<file path="src/rtl/clock_pkg.sv">
// ---------------------------------------------------------------------------
// clock_pkg
// Shared definitions for the HH:MM:SS wall clock.
//  - state_t      : set-mode FSM states (RUN, SET_H, SET_M)
//  - SEG_BLANK    : active-low pattern with every segment off
//  - bcd_to_seg   : BCD digit -> active-low gfedcba segments (0-9, others blank)
//  - hour_step    : one-hour increment with 12/24-hour wrap and PM handling
// ---------------------------------------------------------------------------
package clock_pkg;

   typedef enum logic [1:0] {
      RUN   = 2'd0,
      SET_H = 2'd1,
      SET_M = 2'd2
   } state_t;

   localparam logic [6:0] SEG_BLANK = 7'h7F;

   // Active-low segment patterns, bit order gfedcba.
   function automatic logic [6:0] bcd_to_seg(input logic [3:0] digit);
      logic [6:0] seg;
      seg = SEG_BLANK;
      case (digit)
         4'd0:    seg = 7'h40;
         4'd1:    seg = 7'h79;
         4'd2:    seg = 7'h24;
         4'd3:    seg = 7'h30;
         4'd4:    seg = 7'h19;
         4'd5:    seg = 7'h12;
         4'd6:    seg = 7'h02;
         4'd7:    seg = 7'h78;
         4'd8:    seg = 7'h00;
         4'd9:    seg = 7'h10;
         default: seg = SEG_BLANK;
      endcase
      return seg;
   endfunction

   // Returns {pm_next, hour_next}. In 12-hour mode the clock face runs
   // 12,01..11, so 11->12 is where AM/PM flips and 12->01 keeps the flag.
   function automatic logic [6:0] hour_step(input logic [5:0] hour,
                                             input logic       pm,
                                             input logic       hour12);
      logic [5:0] hour_next;
      logic       pm_next;
      hour_next = hour;
      pm_next   = pm;
      if (hour12 && hour == 6'h11) begin
         hour_next = 6'h12;
         pm_next   = ~pm;
      end else if (hour12 && hour == 6'h12) begin
         hour_next = 6'h01;
      end else if (!hour12 && hour == 6'h23) begin
         hour_next = 6'h00;
      end else if (hour[3:0] == 4'd9) begin
         hour_next = {hour[5:4] + 2'd1, 4'd0};
      end else begin
         hour_next = {hour[5:4], hour[3:0] + 4'd1};
      end
      return {pm_next, hour_next};
   endfunction

endpackage

</file>
<file path="src/rtl/cnt_mod_bcd.sv">
// ---------------------------------------------------------------------------
// cnt_mod_bcd
// Two-digit BCD counter that wraps from MOD-1 to 0.
// Ports:
//  clk   in   1  clock, rising edge
//  rst   in   1  synchronous active-high reset
//  cen   in   1  count enable (time advance)
//  inc   in   1  manual increment (same step as cen, used in set mode)
//  clr   in   1  synchronous clear, highest priority after rst
//  value out  7  {tens[2:0], units[3:0]}
//  ca    out  1  combinational carry: cen is stepping the counter out of MOD-1
// ---------------------------------------------------------------------------
module cnt_mod_bcd #(
   parameter int MOD = 60
) (
   input  logic       clk,
   input  logic       rst,
   input  logic       cen,
   input  logic       inc,
   input  logic       clr,
   output logic [6:0] value,
   output logic       ca
);

   localparam logic [2:0] LAST_TENS  = 3'((MOD - 1) / 10);
   localparam logic [3:0] LAST_UNITS = 4'((MOD - 1) % 10);

   logic [2:0] tens;
   logic [3:0] units;
   logic       at_last;

   assign at_last = (tens == LAST_TENS) && (units == LAST_UNITS);

   // The carry is combinational so the next counter in the chain steps in
   // the same clock edge. A manual increment never carries.
   assign ca    = cen && !inc && !clr && at_last;
   assign value = {tens, units};

   always_ff @(posedge clk) begin
      if (rst || clr) begin
         tens  <= 3'd0;
         units <= 4'd0;
      end else if (inc || cen) begin
         if (at_last) begin
            tens  <= 3'd0;
            units <= 4'd0;
         end else if (units == 4'd9) begin
            tens  <= tens + 3'd1;
            units <= 4'd0;
         end else begin
            units <= units + 4'd1;
         end
      end
   end

endmodule

</file>
<file path="src/rtl/clock_hms.sv">
// ---------------------------------------------------------------------------
// clock_hms
// HH:MM:SS wall clock with 12/24-hour mode, set-time FSM, digit blinking,
// day-carry pulse and six active-low 7-segment digit outputs.
// Ports:
//  CLK          in   1  system clock, rising edge
//  RST          in   1  synchronous active-high reset
//  MODE         in   1  pulse: RUN -> SET_H -> SET_M -> RUN
//  INC          in   1  pulse: increment selected field in set states
//  CLR          in   1  pulse: clear time, back to RUN
//  SEC          out  7  BCD seconds {tens[2:0],units[3:0]}
//  MIN          out  7  BCD minutes {tens[2:0],units[3:0]}
//  HOUR         out  6  BCD hours   {tens[1:0],units[3:0]}
//  PM           out  1  afternoon flag (12-hour mode only)
//  DAY_CA       out  1  one-cycle pulse after the midnight roll-over
//  nHEX0..nHEX5 out  7  active-low gfedcba; 0,1 sec; 2,3 min; 4,5 hour
// ---------------------------------------------------------------------------
module clock_hms
   import clock_pkg::*;
#(
   parameter int CLK_FREQ = 50_000_000,
   parameter bit HOUR12   = 1'b0,
   parameter bit BLINK_EN = 1'b1
) (
   input  logic       CLK,
   input  logic       RST,
   input  logic       MODE,
   input  logic       INC,
   input  logic       CLR,
   output logic [6:0] SEC,
   output logic [6:0] MIN,
   output logic [5:0] HOUR,
   output logic       PM,
   output logic       DAY_CA,
   output logic [6:0] nHEX0,
   output logic [6:0] nHEX1,
   output logic [6:0] nHEX2,
   output logic [6:0] nHEX3,
   output logic [6:0] nHEX4,
   output logic [6:0] nHEX5
);

   localparam int          CW        = (CLK_FREQ > 2) ? $clog2(CLK_FREQ) : 1;
   localparam logic [CW-1:0] CNT_LAST = CW'(CLK_FREQ - 1);
   localparam logic [CW-1:0] CNT_HALF = CW'(CLK_FREQ / 2 - 1);
   localparam logic [5:0]  HOUR_RST  = HOUR12 ? 6'h12 : 6'h00;

   state_t          state;
   state_t          state_next;
   logic [CW-1:0]   presc;
   logic [CW-1:0]   blink_cnt;
   logic            blink_on;
   logic [5:0]      hour;
   logic            pm;
   logic            day_ca;

   logic            mode_evt;
   logic            inc_evt;
   logic            tick_evt;
   logic            sec_clr;
   logic            sec_ca;
   logic            min_ca;
   logic            min_inc;
   logic            hour_inc;
   logic            midnight;
   logic [6:0]      hour_next;

   // Pulse priority: CLR beats MODE beats INC beats tick. A tick is only
   // possible in RUN because the prescaler is parked at 0 in set states.
   assign mode_evt = MODE && !CLR;
   assign inc_evt  = INC && !CLR && !MODE;
   assign tick_evt = (state == RUN) && (presc == CNT_LAST) && !CLR && !MODE;

   assign min_inc  = inc_evt && (state == SET_M);
   assign hour_inc = inc_evt && (state == SET_H);

   // Seconds restart from 00 whenever the user finishes setting the time.
   assign sec_clr  = CLR || (mode_evt && (state == SET_M));

   // FSM state register.
   always_ff @(posedge CLK) begin
      if (RST) begin
         state <= RUN;
      end else begin
         state <= state_next;
      end
   end

   // Next-state logic: CLR always returns to RUN, MODE steps the cycle.
   always_comb begin
      state_next = state;
      if (CLR) begin
         state_next = RUN;
      end else if (MODE) begin
         case (state)
            RUN:     state_next = SET_H;
            SET_H:   state_next = SET_M;
            SET_M:   state_next = RUN;
            default: state_next = RUN;
         endcase
      end
   end

   // One-second prescaler. It only runs in RUN, and any CLR or MODE pulse
   // restarts it so the first tick after returning to RUN is a full second away.
   always_ff @(posedge CLK) begin
      if (RST) begin
         presc <= '0;
      end else if (CLR || MODE || state != RUN) begin
         presc <= '0;
      end else if (presc == CNT_LAST) begin
         presc <= '0;
      end else begin
         presc <= presc + 1'b1;
      end
   end

   // Blink timebase. It keeps running in set states, where the prescaler is
   // parked. Entering a set state starts in the off phase so the selected
   // field visibly reacts to MODE; in RUN it stays aligned with the prescaler
   // and toggles on every tick and half-second.
   always_ff @(posedge CLK) begin
      if (RST || CLR) begin
         blink_cnt <= '0;
         blink_on  <= 1'b1;
      end else if (mode_evt) begin
         blink_cnt <= '0;
         blink_on  <= (state_next == RUN);
      end else begin
         if (blink_cnt == CNT_LAST) begin
            blink_cnt <= '0;
         end else begin
            blink_cnt <= blink_cnt + 1'b1;
         end
         if (blink_cnt == CNT_LAST || blink_cnt == CNT_HALF) begin
            blink_on <= ~blink_on;
         end
      end
   end

   cnt_mod_bcd #(.MOD(60)) u_sec (
      .clk   (CLK),
      .rst   (RST),
      .cen   (tick_evt),
      .inc   (1'b0),
      .clr   (sec_clr),
      .value (SEC),
      .ca    (sec_ca)
   );

   cnt_mod_bcd #(.MOD(60)) u_min (
      .clk   (CLK),
      .rst   (RST),
      .cen   (sec_ca),
      .inc   (min_inc),
      .clr   (CLR),
      .value (MIN),
      .ca    (min_ca)
   );

   assign hour_next = hour_step(hour, pm, HOUR12);
   assign midnight  = HOUR12 ? (hour == 6'h11 && pm) : (hour == 6'h23);

   // Hours and PM flag. Only a tick-driven roll-over past midnight raises
   // DAY_CA; setting the hour by hand or clearing never does.
   always_ff @(posedge CLK) begin
      if (RST || CLR) begin
         hour   <= HOUR_RST;
         pm     <= 1'b0;
         day_ca <= 1'b0;
      end else begin
         day_ca <= min_ca && midnight;
         if (hour_inc || min_ca) begin
            hour <= hour_next[5:0];
            pm   <= hour_next[6];
         end
      end
   end

   assign HOUR   = hour;
   assign PM     = HOUR12 ? pm : 1'b0;
   assign DAY_CA = day_ca;

   // Display decode from the registered BCD values. Only the field being
   // set is blanked, and only during the off half of the blink period.
   always_comb begin
      nHEX0 = bcd_to_seg(SEC[3:0]);
      nHEX1 = bcd_to_seg({1'b0, SEC[6:4]});
      nHEX2 = bcd_to_seg(MIN[3:0]);
      nHEX3 = bcd_to_seg({1'b0, MIN[6:4]});
      nHEX4 = bcd_to_seg(hour[3:0]);
      nHEX5 = bcd_to_seg({2'b00, hour[5:4]});
      if (BLINK_EN && !blink_on) begin
         if (state == SET_H) begin
            nHEX4 = SEG_BLANK;
            nHEX5 = SEG_BLANK;
         end else if (state == SET_M) begin
            nHEX2 = SEG_BLANK;
            nHEX3 = SEG_BLANK;
         end
      end
   end

endmodule

</file>
<file path="config.mk">
export PLATFORM = sky130hd
export DESIGN_NAME = clock_hms
export DESIGN_NICKNAME = d
export VERILOG_FILES = /design/src/rtl/clock_pkg.sv /design/src/rtl/cnt_mod_bcd.sv /design/src/rtl/clock_hms.sv
export SDC_FILE = /design/constraint.sdc
export NUM_CORES = 1
export LEC_CHECK = 0
export ABC_AREA = 1
export CAP_MARGIN = 30
export CORE_MARGIN = 4
export CORE_UTILIZATION = 45
export CTS_CLUSTER_DIAMETER = 150
export DETAILED_ROUTE_END_ITERATION = 7
export PLACE_DENSITY = 0.66
export SYNTH_ARGS = -nofsm -noshare
export SYNTH_HDL_FRONTEND = slang
export SYNTH_SLANG_ARGS = --single-unit
export TNS_END_PERCENT = 5
</file>
<file path="constraint.sdc">
create_clock -name CLK -period 4.5 [get_ports CLK]
set_input_delay 0.9 -clock CLK [delete_from_list [all_inputs] [get_ports CLK]]
set_output_delay 0.9 -clock CLK [all_outputs]
set_load 0.01 [all_outputs]
</file>
# After elaboration in Yosys (flattened, before gate mapping)
# Memories as Yosys holds them, arrays and structs flattened. A register that Yosys moved wholly into a read port is not among the register bits.
# Index checks and enable logic that the tools add are counted.
dict set report classes {
  mux 36
  n_eq_ne 14
  reduce_logical 42
  bitwise_logic 1
  n_addsub 8
}
# cell count
set ops {}
lappend ops {{7-bit 2-to-1 mux} 10}
lappend ops {{26-bit by 1-bit adder with 26-bit output, second input constant} 2}
lappend ops {{26-bit equality test, second input constant} 2}
lappend ops {{4-bit 2-to-1 mux} 10}
lappend ops {{7-bit case mux with 4 select lines} 1}
lappend ops {{26-bit by 25-bit equality test with 1-bit output, second input constant} 1}
lappend ops {{3-bit 2-to-1 mux} 8}
lappend ops {{1-bit logical AND} 17}
lappend ops {{4-bit by 1-bit adder with 4-bit output, second input constant} 3}
lappend ops {{4-bit equality test, second input constant} 3}
lappend ops {{6-bit 2-to-1 mux} 2}
lappend ops {{2-bit nonzero test} 5}
lappend ops {{1-bit logical OR} 8}
lappend ops {{3-bit by 1-bit adder with 3-bit output, second input constant} 2}
lappend ops {{2-bit equality test, second input constant} 3}
lappend ops {{3-bit equality test, second input constant} 2}
lappend ops {{6-bit equality test, second input constant} 1}
lappend ops {{2-bit logical NOT} 3}
lappend ops {{2-bit AND reduction} 3}
lappend ops {{3-bit OR reduction} 2}
lappend ops {{2-bit by 1-bit equality test with 1-bit output, second input constant} 2}
lappend ops {{1-bit logical NOT} 4}
lappend ops {{2-bit 2-to-1 mux} 2}
lappend ops {{2-bit case mux with 2 select lines} 1}
lappend ops {{3 further kinds} 4}
dict set report totals {
  mem_count 5
  elab_cells 117
  regBits 76
  out_inout_bits 64
  inputBits 5
  rom_bits 448
}
# name depth width rd rd_clocked_by_memory_dff write_ports line
set memory_table {}
lappend memory_table {{(name not given)} 16 7 1 1 0 clock_pkg.sv:23} ;# case (digit)
lappend memory_table {{(name not given)} 16 7 1 1 0 clock_pkg.sv:23}
lappend memory_table {{(name not given)} 16 7 1 1 0 clock_pkg.sv:23}
lappend memory_table {{(name not given)} 8 7 1 1 0 clock_pkg.sv:23}
lappend memory_table {{(name not given)} 8 7 1 1 0 clock_pkg.sv:23}

# Depth between registers and ports, before layout
# Gate-level depths: netlist (run 1).
dict set report logic_depth {
  word_depth 13
  depth_mapped 18
  ltp_nobuf 18
}

# By module
# From an unflattened synthesis (run 1), not the netlist that was laid out.
dict set report hier_totals {
  cells_unflattened 809
  area_unflattened_um2 5435.2
}
# module cells_per_inst instances seq_area_each_um2 area_each_um2
set modules_own_cells {}
lappend modules_own_cells {clock_hms 691 1 1381.3 4606.9}
lappend modules_own_cells {cnt_mod_bcd 59 2 140.1 414.1}

# Least setup slack after synthesis (run 1)
# No wires, ideal clock.
dict set report synth_path {
  kind {input port to flip-flop}
  from {input port MODE}
  to {register, netlist name nHEX1[3]}
  setup_ns 0.113
  required_ns 4.387
  path_buffers 0
  path_slack_ns 1.917
  arrival_ns 2.471
  cell_stages 10
  path_cell_list {nor2_2 -> nand2_1 -> nor3_4 -> nand2_2 -> or2_1 -> a21oi_4 -> inv_1 -> ha_1 -> nand2_1 -> nand2_1}
}
dict set report synth_via {
  elab_chain_cells 5
  word_cells_on_any_way 9
  classes_between {mux: 2; reduce/logical: 7}
}
# element line
set synth_lines {}
lappend synth_lines {{start: declaration} clock_hms.sv:27} ;# input logic MODE,
lappend synth_lines {{1-bit logical NOT or 1-bit logical AND (tied branches)} {clock_hms.sv:72, clock_hms.sv:70}}
lappend synth_lines {{1-bit logical AND (on tied branches)} {clock_hms.sv:72, clock_hms.sv:78}}
lappend synth_lines {{2-bit AND reduction (no line) or 1-bit logical OR (tied branches)} n/a}
lappend synth_lines {{3-bit 2-to-1 mux (no line) or 1-bit logical OR (tied branches)} n/a}
lappend synth_lines {{3-bit 2-to-1 mux (no line) *} n/a}
# Every way passes the cells marked *; elsewhere a longest branch is shown, timed or not.
# A chain may end at the register's enable or synchronous reset.

# Final worst setup path (run 1)
dict set report layout_path {
  from {register state[0]}
  to {output port nHEX5[4]}
}
dict set report layout_via {
  elab_chain_cells 3
}
# element line
set layout_lines {}
lappend layout_lines {{start: declaration} clock_hms.sv:48} ;# state_t state;
lappend layout_lines {{start signal: assignment} clock_hms.sv:85} ;# state <= state_next;
lappend layout_lines {{2-bit by 1-bit equality test with 1-bit output} clock_hms.sv:194} ;# if (state == SET_H) begin
lappend layout_lines {{7-bit 2-to-1 mux} clock_hms.sv:194}
lappend layout_lines {{7-bit 2-to-1 mux} clock_hms.sv:193} ;# if (BLINK_EN && !blink_on) begin
lappend layout_lines {{end: declaration} clock_hms.sv:40} ;# output logic [6:0] nHEX5
# Every way passes these cells.

==> impl_metrics.toml, run 1 <==
[synth]
ys_top_cells_by_count = "nand2_1 (169), inv_1 (116), dfxtp_1 (111), nor2_1 (71), nand3_1 (53)"
yosys_register_bits = 111
synth_edf_count = 0
synthTopCellsByArea = "dfxtp_1 (36%), nand2_1 (10%), ha_1 (8.6%), inv_1 (7.1%), nor2_1 (4.4%)"
avgSynthCellArea_um2 = 7.516
syn_area_um2 = 6111
synthArstFlopShare_pct = 0
ys_seq_area_share_pct = 36.36
synth.top_cell.area_share_pct = 36.36
syn-num-nets = 860
synthCells = 813
synth.most_common_cell = "nand2_1"
synth_ff_type = "dfxtp_1"
yosysWarnings = 0
yosysTopAreaCell = "dfxtp_1"
ys_types = 49

[hold_path]
min_from = "blink_cnt[0]"
hp-class = "reg2reg"

[route]
viasPerCell = 4.742
vias = 5060
drt-total-wl_um = 12020
routedWlPerCell_um = 11.26
drt_iter0_markers = 270
drc = 0
drtPass1Iterations = 4
ant_nets = 0

[pwr]
p_per_area_nw_per_um2 = 256.8
vdd_drop_max_uv = 175.7
p_leak_uw = 0.003167
power_uw = 1873

[worst_setup_path]
cp-start-kind = "flop"
critPathKind = "reg2out"
ff2ff_setup_slack_ps = 1960
rr_startpoint = "u_sec.units[0]"
cp-end-kind = "output port"
crit_fanout = 10
arrival_ps = 2350
worstRegToRegCells = 15
endpoint = "nHEX5[4]"
critPathRequiredTime_ps = 3600
critPathLaunch = "state[0]"

[floorplan]
pin_count = 69
die_w_um = 124.5
die_area_um2 = 15510
die-height_um = 124.5
core-area_um2 = 13300
rows = 42
initial_core_util_pct = 45.96

[final_layout]
area_growth_pct = 19.39
multi_input_area_um2 = 3349
diodes = 0
fill_cells = 1289
drive_gt1_share_pct = 13.24
seq_area_um2 = 2222
nNetsFinal = 933

[clocking]
clockBufferDepth = 2
cts_tree = "done"
postCtsSetupBuffers = 0
cts_buffers = 9
htree_levels = 3
ctsResizeCount = 0
clk_latency_ps = 350
clock_sinks = 111
clock-root-buffer = "clkbuf_16"
hold_buffers = 0
path_clk_slew_ps = 70

[sta]
setup_viol = 0
period_share_pct = 72.16
hold_viol = 0
worst_pin_slew_ps = 594.5
min_period_ps = 3247
final_max_slew_viol_count = 0
fmax_ghz = 0.3080
rsz0062_at_grt = "no"
skew_ps = 6.203
slew_headroom_pct = 60.26
totalNegativeSetupSlack_ps = 0

[global_route]
grt_max_degree = 28
track_usage_pct = 15.73
grt_pass1_wl_um = 20930
grt_remaining_overflow = 0
antenna_found_initial = 0
grt_pass1_vias = 4730

[placed_design]
port-buffer-count = 67
hpwl_um = 9162
gp_congestion = 0.8202

[job]
drv_cap = 0

[status]
status = "finished clean"
-- layout by cell type (no fill, tap or decap), types with 4 or more instances in the layout --
cell             instances
inv_1                  116
nor4_1                   7
nor2_4                   9
nand2_4                  9
ha_1                    42
nor2_2                  10
dfxtp_1                111
clkbuf_16                9
nand3_1                 53
nand3_2                  6
o21ai_1                  7
o21ai_0                 18
inv_2                   15
o21a_1                   4
xor2_1                   8
nand4_1                 16
or2_2                   13
a21oi_1                 29
nor3_1                  19
clkdlybuf4s50_1         67
nand2_2                 15
nor2_1                  71
o21ai_2                  9
nand3b_1                13
nor3b_1                  4
xnor2_1                  5
nand2_1                169
-- where the power goes --
group	switching [uW]	total [uW]	internal [uW]
clock	364	827	464
combinational	37.5	59.0	21.5
sequential	2.56	987	985
total	404	1870	1470
-- critical path: stages (launching register included) --
cell             delay [ps]
dfxtp_1                 350
inv_1                    70
nor2_1                  190
inv_1                    60
nor2_1                  430
inv_1                   110
nand2_1                 130
o21a_1                  120
clkdlybuf4s50_1         530
-- per-layer routing --
metal | global-route usage [%] | vias up | share of wire [%]
met3 | 3.388 | 14 | 3.5
met1 | 20.79 | 2246 | 51
li1 | - | 2729 | -
met4 | 5.867 | 0 | 1.7
met2 | 25.22 | 71 | 44
met5 | 0 | - | 0
-- cells by family (layout without fill, tap and decap cells) --
| logic type | Yosys count | in the layout | synth area share [%] |
|---|---|---|---|
| AND/OR/NAND/NOR | 426 | 426 | 35.77 |
| buffers and inverters | 140 | 218 | 8.825 |
| flip-flops | 111 | 111 | 36.36 |
| AO/OA/AOI/OAI | 79 | 79 | 8.252 |
| adder cells (fa/ha/maj) | 42 | 42 | 8.599 |
| XOR/XNOR | 14 | 14 | 2.129 |
| other | 1 | 1 | 0.06137 |
-- metrics by stage --
step / area, um2 / setup slack, ps / hold slack (ps) / util (%) / cells
floorplan: 6111 / 1917 / 417.5 / - / 813
global placement: 6985 / 1238 / 428.5 / 52.54 / 1051
detailed placement: 6985 / 1122 / 435.8 / 52.54 / 1051
CTS: 7296 / 1216 / 459.0 / 54.87 / 1067
global route: 7296 / 998.2 / 469.4 / 54.87 / 1067
finish: 7296 / 1253 / 458.5 / 54.87 / 1067
-- worst min-delay path by stage --
stage                        end  slack, ps  cells after the start
finish              blink_cnt[0]        460                      1
global route        blink_cnt[0]        470                      1
CTS                 blink_cnt[0]        460                      1
detailed placement  blink_cnt[0]        440                      1
global placement    blink_cnt[0]        430                      1
floorplan           blink_cnt[0]        420                      1
-- layout make-up --
cell class | instances | area share [%]
clock buffer | 12 | 3.516
clock inverter | 4 | 0.7374
inverter | 132 | 6.860
multi-input combinational | 562 | 45.91
sequential | 111 | 30.46
tap | 176 | 3.018
timing repair buffer | 70 | 9.501
(Power assumes the default switching activity.)
==> run 2, diff against run 1 <==
--- a/config.mk
+++ b/config.mk
@@ -11,7 +11,7 @@
 export CORE_UTILIZATION = 45
 export CTS_CLUSTER_DIAMETER = 150
 export DETAILED_ROUTE_END_ITERATION = 7
-export PLACE_DENSITY = 0.66
+export PLACE_DENSITY = 0.69
 export SYNTH_ARGS = -nofsm -noshare
 export SYNTH_HDL_FRONTEND = slang
 export SYNTH_SLANG_ARGS = --single-unit
==> constraint.sdc (replaced) <==
create_clock -name CLK -period 2.76 [get_ports CLK]
set_input_delay 0.552 -clock CLK [delete_from_list [all_inputs] [get_ports CLK]]
set_output_delay 0.552 -clock CLK [all_outputs]
set_load 0.01 [all_outputs]
==> run 2 against run 1 <==
Against the previous run:
- cell count grew 2.2%
- sequential power grew 63%
- routed wire length grew 2.4%
- register-to-register slack lost 1600 ps
- worst hold slack lost 1.1 ps
- critical path depth is the same
- via count grew 2.3%
- combinational power grew 78%
- highest routed layer unchanged
==> impl_metrics.toml, run 2 (same netlist as run 1, synthesis figures left out) <==
[sta]
period_share_pct = 93.63
min_period_ps = 2584
setup_viol = 0
hold_viol = 0
rsz0062_at_grt = "no"
skew_ps = 9.405
final.setup.worst_slack_ps = 175.7
fmax_ghz = 0.3870
final_max_slew_viol_count = 0

[clocking]
clock-root-buffer = "clkbuf_16"
hold_buffers = 0
path_clk_slew_ps = 70
cts_tree = "done"
htree_levels = 3
cts_buffers = 9
clockBufferDepth = 2
clk_latency_ps = 350
clock_sinks = 111

[worst_setup_path]
worstPathCellList = "inv_1, nor2_1, inv_1, nor2_1, inv_1, nand2_1, or2_2, clkdlybuf4s50_1"
critPathRequiredTime_ps = 2210
critPathKind = "reg2out"
crit_buf_inv = 4
critPathSlowestCell = "clkdlybuf4s50_1"
arrival_ps = 2030
cp_top_family = "buffers and inverters"
crit_fanout = 4
cp-start-kind = "flop"
cpMostUsedCell = "inv_1"
cp-end-kind = "output port"
critical_path.max_stage_delay_ps = 530

[floorplan]
die_area_um2 = 15510
die_w_um = 124.5
die-height_um = 124.5
initial_core_util_pct = 45.96
pin_count = 69
rows = 42
core-area_um2 = 13300

[global_route]
grt_remaining_overflow = 0
grt_max_degree = 28
grt_pass1_wl_um = 21730
antenna_found_initial = 0
track_usage_pct = 16.39
grt_pass1_vias = 4988

[placed_design]
gp_congestion = 0.8008
hpwl_um = 9515
port-buffer-count = 67
dp_cells = 1076
place_worst_setup_slack_ps = -10.20
placed_area_um2 = 7186

[hold_path]
hp-class = "reg2reg"

[route]
drtPass1Iterations = 5
ant_nets = 0
viasPerCell = 4.746
drt-total-wl_um = 12310
routedWlPerCell_um = 11.28
vias = 5178
drt_iter0_markers = 309
drc = 0

[final_layout]
fin_cells = 1091
seq_area_um2 = 2222
drive_gt1_share_pct = 15.63
design_area_um2 = 7466
nNetsFinal = 958
multi_input_area_um2 = 3354
final_cell_mix = "nand2_1 (169), inv_1 (116), dfxtp_1 (111), nor2_1 (71), clkdlybuf4s50_1 (67)"
area_growth_pct = 22.17
fill_cells = 1247
layout_commonest_cell = "nand2_1"
diodes = 0

[pwr]
p_leak_uw = 0.003287
vdd_drop_max_uv = 270.2
p_per_area_nw_per_um2 = 392.0

[status]
status = "finished clean"

[job]
drv_cap = 0
## run 2: area by class of cell
class / count / share of cell area (%)
Clock buffer: 12 / 3.436
Inverter: 132 / 6.704
Clock inverter: 3 / 0.2514
Tap cell: 176 / 2.950
Timing Repair Buffer: 95 / 11.97
Multi-Input combinational cell: 562 / 44.93
Sequential cell: 111 / 29.76
## run 2: power by group
part | internal, uW | switching, uW
Clock | 656 | 557
Sequential | 1610 | 3.96
Combinational | 43.1 | 62.0
Total | 2300 | 623
## run 2: path summary, 6_finish.rpt
kind	startpoint	to	slack, ps	cells past startpoint
min	blink_cnt[0]	blink_cnt[0]	460	1
min reg2reg	blink_cnt[0]	blink_cnt[0]	460	1
max reg2reg	HOUR[0]	flop	380	13
max	state[0]	nHEX5[6]	180	8
## run 2: through the flow
| stage | hold WS, ps | utilization [%] | power (uW) | setup TNS (ps) |
|---|---|---|---|---|
| 6_report | 457.3 | 56.15 | 2927 | 0 |
| 5_1_grt | 478.1 | 56.15 | 3033 | 0 |
| 4_1_cts | 461.0 | 56.12 | 2974 | 0 |
| 3_5_place_dp | 451.4 | 54.05 | 1752 | -14.27 |
| 3_3_place_gp | 432.6 | 54.05 | 1752 | 0 |
| 2_1_floorplan | 417.5 | - | 1707 | 0 |
## run 2: what timing repair did
action / CTS / global route
hold endpoints to repair: 0 / 0
resized for setup: 0 / 1
buffers inserted: 0 / 0
endpoints found under the setup margin: 0 / 4
## run 2: routing by layer
layer | share of wire (%) | vias to the layer above | GRT usage (%)
met2 | 46 | 75 | 26.97
met5 | 0 | - | 0
met4 | 1.3 | 0 | 4.642
met3 | 3.8 | 9 | 4.503
met1 | 49 | 2314 | 21.13
li1 | - | 2780 | -
## run 2: worst reg2reg max path: cells and delay by family, from the launching register on
kind,cells,cell delay (ps)
fa+ha+maj,2,490
compound gates,1,140
simple gates,8,1070
buf+inv,2,180
flops,1,440
==> edit 1 (flow settings as in run 1) <==
Change the parameter `HOUR12` from 1'b0 to 1'b1.
--- a/src/rtl/clock_hms.sv
+++ b/src/rtl/clock_hms.sv
@@ -20,5 +20,5 @@
 #(
    parameter int CLK_FREQ = 50_000_000,
-   parameter bit HOUR12   = 1'b0,
+   parameter bit HOUR12   = 1'b1,
    parameter bit BLINK_EN = 1'b1
 ) (
Check against the original RTL: not equivalent (a bounded check fails within 4 cycles, from zero or initial values and one cycle with RST high).
==> edit 1 against run 1 <==
Synthesized cell count up 4.4%; critical path depth down 2; final area up 0.21%; sequential share of layout area up 0.21 points; final cell count up 3.2%; sequential cell count up 1; clock skew up 3.0 ps; worst setup slack better by 350 ps; wire length up 7.2%; maximum frequency up 12%; total power down 4.1%; via count up 5.9%; area after synthesis up 0.94%; register-to-register slack better by 40 ps; largest power group unchanged.
==> edit 1: results (changes against run 1) <==
wl_met1_mm: 6.56  # +7.5%
crit_end: "nHEX4[1]"
synth_area_leaders: "dfxtp_1 36%, nand2_1 12%, ha_1 7.9%"
drive_above_1_share: 0.110  # -0.0222
slew_headroom: 0.521  # -0.0818
yosysSeqAreaShare: 0.363  # about the same
routedWlPerCell_um: 11.7  # +3.9%
use_met3: 0.0456  # +0.0118
dpl.cell_count: 1086  # +3.3%
avgSynthCellArea_um2: 7.27  # -3.3%
multi_input_cells: 600  # +6.8%
grt_pass1_vias: 4929  # +4.2%
wl_met3_um: 559  # +32%
status: "finished clean"
skew_ps: 9.20  # +3.00 ps
grt_pass1_wl_mm: 22.6  # +7.9%
synthTopCellsByCount: "193 x nand2_1, 116 x inv_1, 112 x dfxtp_1, 80 x nor2_1, 60 x nand3_1"
r2r_cells: 14  # -1
drt-pass1-iter-count: 5  # +1
io_buffers: 68  # +1.5%
comb_power_share: 0.026  # -0.006
syn_nets: 893  # +3.8%
rrSetupSlack_ps: 2000  # +40 ps
grtUsageMet2: 0.259  # +0.00687
arrival_ps: 1990  # -360 ps
drt_iter0_drc: 356  # +32%
route.met2.wl_mm: 5.59  # +5.9%
seq_share: 0.307  # +0.00211
multi_input_area_um2: 3400  # +1.5%
p_clk_frac: 0.420  # -0.022
p_leak_nw: 3.13  # -1.1%
power.internal_mw: 1.41  # -4.1%
use_met1: 0.237  # +0.0296
==> edit 1: cell types whose count changed after synthesis, sizes merged, moves of 4 or more <==
cell,run 1,this run
o21ai,36,27
or2,15,20
nand3b,13,8
nand3,60,70
a21oi,31,36
inv,132,128
nand4,18,22
nor2,91,96
nand2,193,211
nor3,21,31
==> edit 1: through the flow <==
stage / setup WS (ps) / area (um^2) / hold slack (ps)
global route: 1370 / 7310 / 482
detailed placement: 1250 / 7040 / 438
CTS: 1590 / 7310 / 454
global placement: 1300 / 7040 / 428
finish: 1610 / 7310 / 451
floorplan: 1980 / 6170 / 413
==> edit 1: cell families after synthesis <==
| group | share of synthesized area |
|---|---|
| adders and majority gates | 0.0791 |
| buffers and inverters | 0.0856 |
| and+or+nand+nor | 0.376 |
| DFF | 0.363 |
| AOI/OAI and AO/OA | 0.0688 |
| xor gates and xnor gates | 0.0272 |
==> edit 2 (flow settings as in run 1) <==
Made on the original files. Re-encode `state_t` (3 states) as one-hot, 3 bits wide.
--- a/src/rtl/clock_pkg.sv
+++ b/src/rtl/clock_pkg.sv
@@ -9,8 +9,8 @@
 package clock_pkg;
 
-   typedef enum logic [1:0] {
-      RUN   = 2'd0,
-      SET_H = 2'd1,
-      SET_M = 2'd2
+   typedef enum logic [2:0] {
+      RUN   = 3'b001,
+      SET_H = 3'b010,
+      SET_M = 3'b100
    } state_t;
 
Behaviour: no difference found for any inputs over 10 cycles, from zero or initial values and one cycle with RST high; not proved beyond that.
==> edit 2 against run 1 <==
First-iteration DRC count shrank 13%; via count shrank 0.89%; clock skew grew 0.97 ps; sequential cell count grew 1; die area shrank 2.3%; final area shrank 2.4%; wire length grew 0.55%; sequential power grew 1%; global-route usage grew 0.90 points; area after synthesis shrank 2.5%; total power grew 0.46%; worst setup slack lost 210 ps; highest routed layer unchanged.
==> edit 2: results (changes against run 1) <==
syn_inst: 818  # +0.62%
viasPerCell: 4.71  # -0.70%
cpPeakStageDelay_ps: 530  # about the same
startpoint: "state[1]"
yosys_most_used_dff: "dfxtp_1"
grt_max_degree: 26  # -7.1%
dpl.cell_count: 1050  # -0.095%
wl_mm: 12.1  # +0.55%
worst_pin_slew_ps: 672  # +77.6 ps
synth_area_leaders: "dfxtp_1 38%, nand2_1 11%, ha_1 8.8%"
critPathSlowestCell: "nor2_1"
clkTransAtPathRegs_ps: 70  # about the same
antenna_found_initial: 0  # unchanged
yosys.area_share.xor_xnor: 0.0265  # +0.00517
synthMuxAreaShare: 0  # unchanged
diodes: 0  # unchanged
grt_pass1_wl_mm: 20.6  # -1.5%
dpl.hpwl_mm: 9.11  # -0.62%
grt_pass1_vias: 4605  # -2.6%
clock_path_buffers: 2  # unchanged
ys_async_sr_fraction: 0  # unchanged
worstHoldStart: "blink_cnt[0]"
crit_fanout: 11  # +1
yosysSeqAreaShare: 0.376  # +0.0127
nNetsFinal: 936  # +0.32%
critPathRequiredTime_ps: 3600  # about the same
place_congestion: 0.886  # +8.0%
cts_root_buf: "clkbuf_16"
grt_usage: 0.166  # +0.00897
post_cts_resized: 0  # unchanged
synthTopCellsByCount: "167 x nand2_1, 119 x inv_1, 112 x dfxtp_1, 88 x nor2_1, 59 x nand3_1"
hp-class: "reg2reg"
status: "finished clean"
drt_iter0_drc: 235  # -13%
vias: 5015  # -0.89%
syn_nets: 865  # +0.58%
synth-compound-area-share: 0.0764  # -0.00608
drive_above_1_share: 0.0885  # -0.0440
ir_drop_uv: 173  # -1.7%
r2r-start: "u_sec.units[0]"
p_leak_nw: 3.05  # -3.6%
synth_fa_ha_area_frac: 0.0882  # +0.00220
post-cts-setup-buffers: 0  # unchanged
htree_levels: 3  # unchanged
crit_family: "simple AND/OR/NAND/NOR gates"
ys_warn_count: 0  # unchanged
yosys.cell_types.count: 42  # -14%
skew_ps: 7.17  # +0.965 ps
io_buffers: 67  # unchanged
cts_buffers: 9  # unchanged
drt-pass1-iter-count: 4  # unchanged
clock_latency_ps: 350  # about the same
==> edit 2: changes by cell type in the layout (fill, tap and decap cells not counted), moves of 4 or more <==
cell	delta
nor3_1	+8
nor2_1	+17
nand2_2	-4
xor2_1	+5
nand3b_1	-5
nor4_1	+4
o21ai_2	-6
nor2_4	-5
nand3_1	+6
nand2_4	-6
inv_2	-7
==> edit 2: cell type report <==
cell class	instances	area, um^2
fill	1217	5650
multi-input combinational	569	3190
sequential	112	2240
timing repair buffer	70	693
inverter	127	477
clock buffer	11	233
tap	172	215
clock inverter	4	70.1
==> edit 2: final timing paths <==
| kind | cells after the start | slack [ps] | to |
|---|---|---|---|
| hold reg to reg | 1 | 450 | blink_cnt[0] |
| hold / removal | 1 | 450 | blink_cnt[0] |
| setup / recovery | 7 | 1040 | nHEX5[4] |
| setup reg to reg | 14 | 1870 | register |
==> edit 2: per-layer routing <==
layer | global-route usage | vias up | part of all wire
met3 | 0.0380 | 10 | 0.039
met4 | 0.0588 | 0 | 0.012
met1 | 0.233 | 2165 | 0.52
li1 | - | 2761 | -
met2 | 0.251 | 79 | 0.43
met5 | 0 | - | 0
==> edit 2: cell families (layout without fill, tap and decap cells) <==
group,Yosys count,after routing
AOI/OAI and AO/OA,76,76
adders and majority gates,42,42
and+or+nand+nor,432,432
buffers and inverters,137,212
other,1,1
DFF,112,112
xor gates and xnor gates,18,18
==> edit 2: where the power goes <==
group	leakage, nW	internal (mW)	switching [mW]
sequential	0.903	0.994	0.00300
clock	0.149	0.484	0.347
combinational	2.00	0.0194	0.0350
total	3.05	1.50	0.385
==> edit 2: per-stage QoR <==
| step | hold WS [ps] | setup slack [ps] | cell area [um^2] |
|---|---|---|---|
| 3_5_place_dp | 442 | 1070 | 6820 |
| 2_1_floorplan | 418 | 1920 | 5960 |
| 4_1_cts | 456 | 1040 | 7120 |
| 3_3_place_gp | 428 | 1160 | 6820 |
| 6_report | 454 | 1040 | 7120 |
| 5_1_grt | 476 | 863 | 7120 |
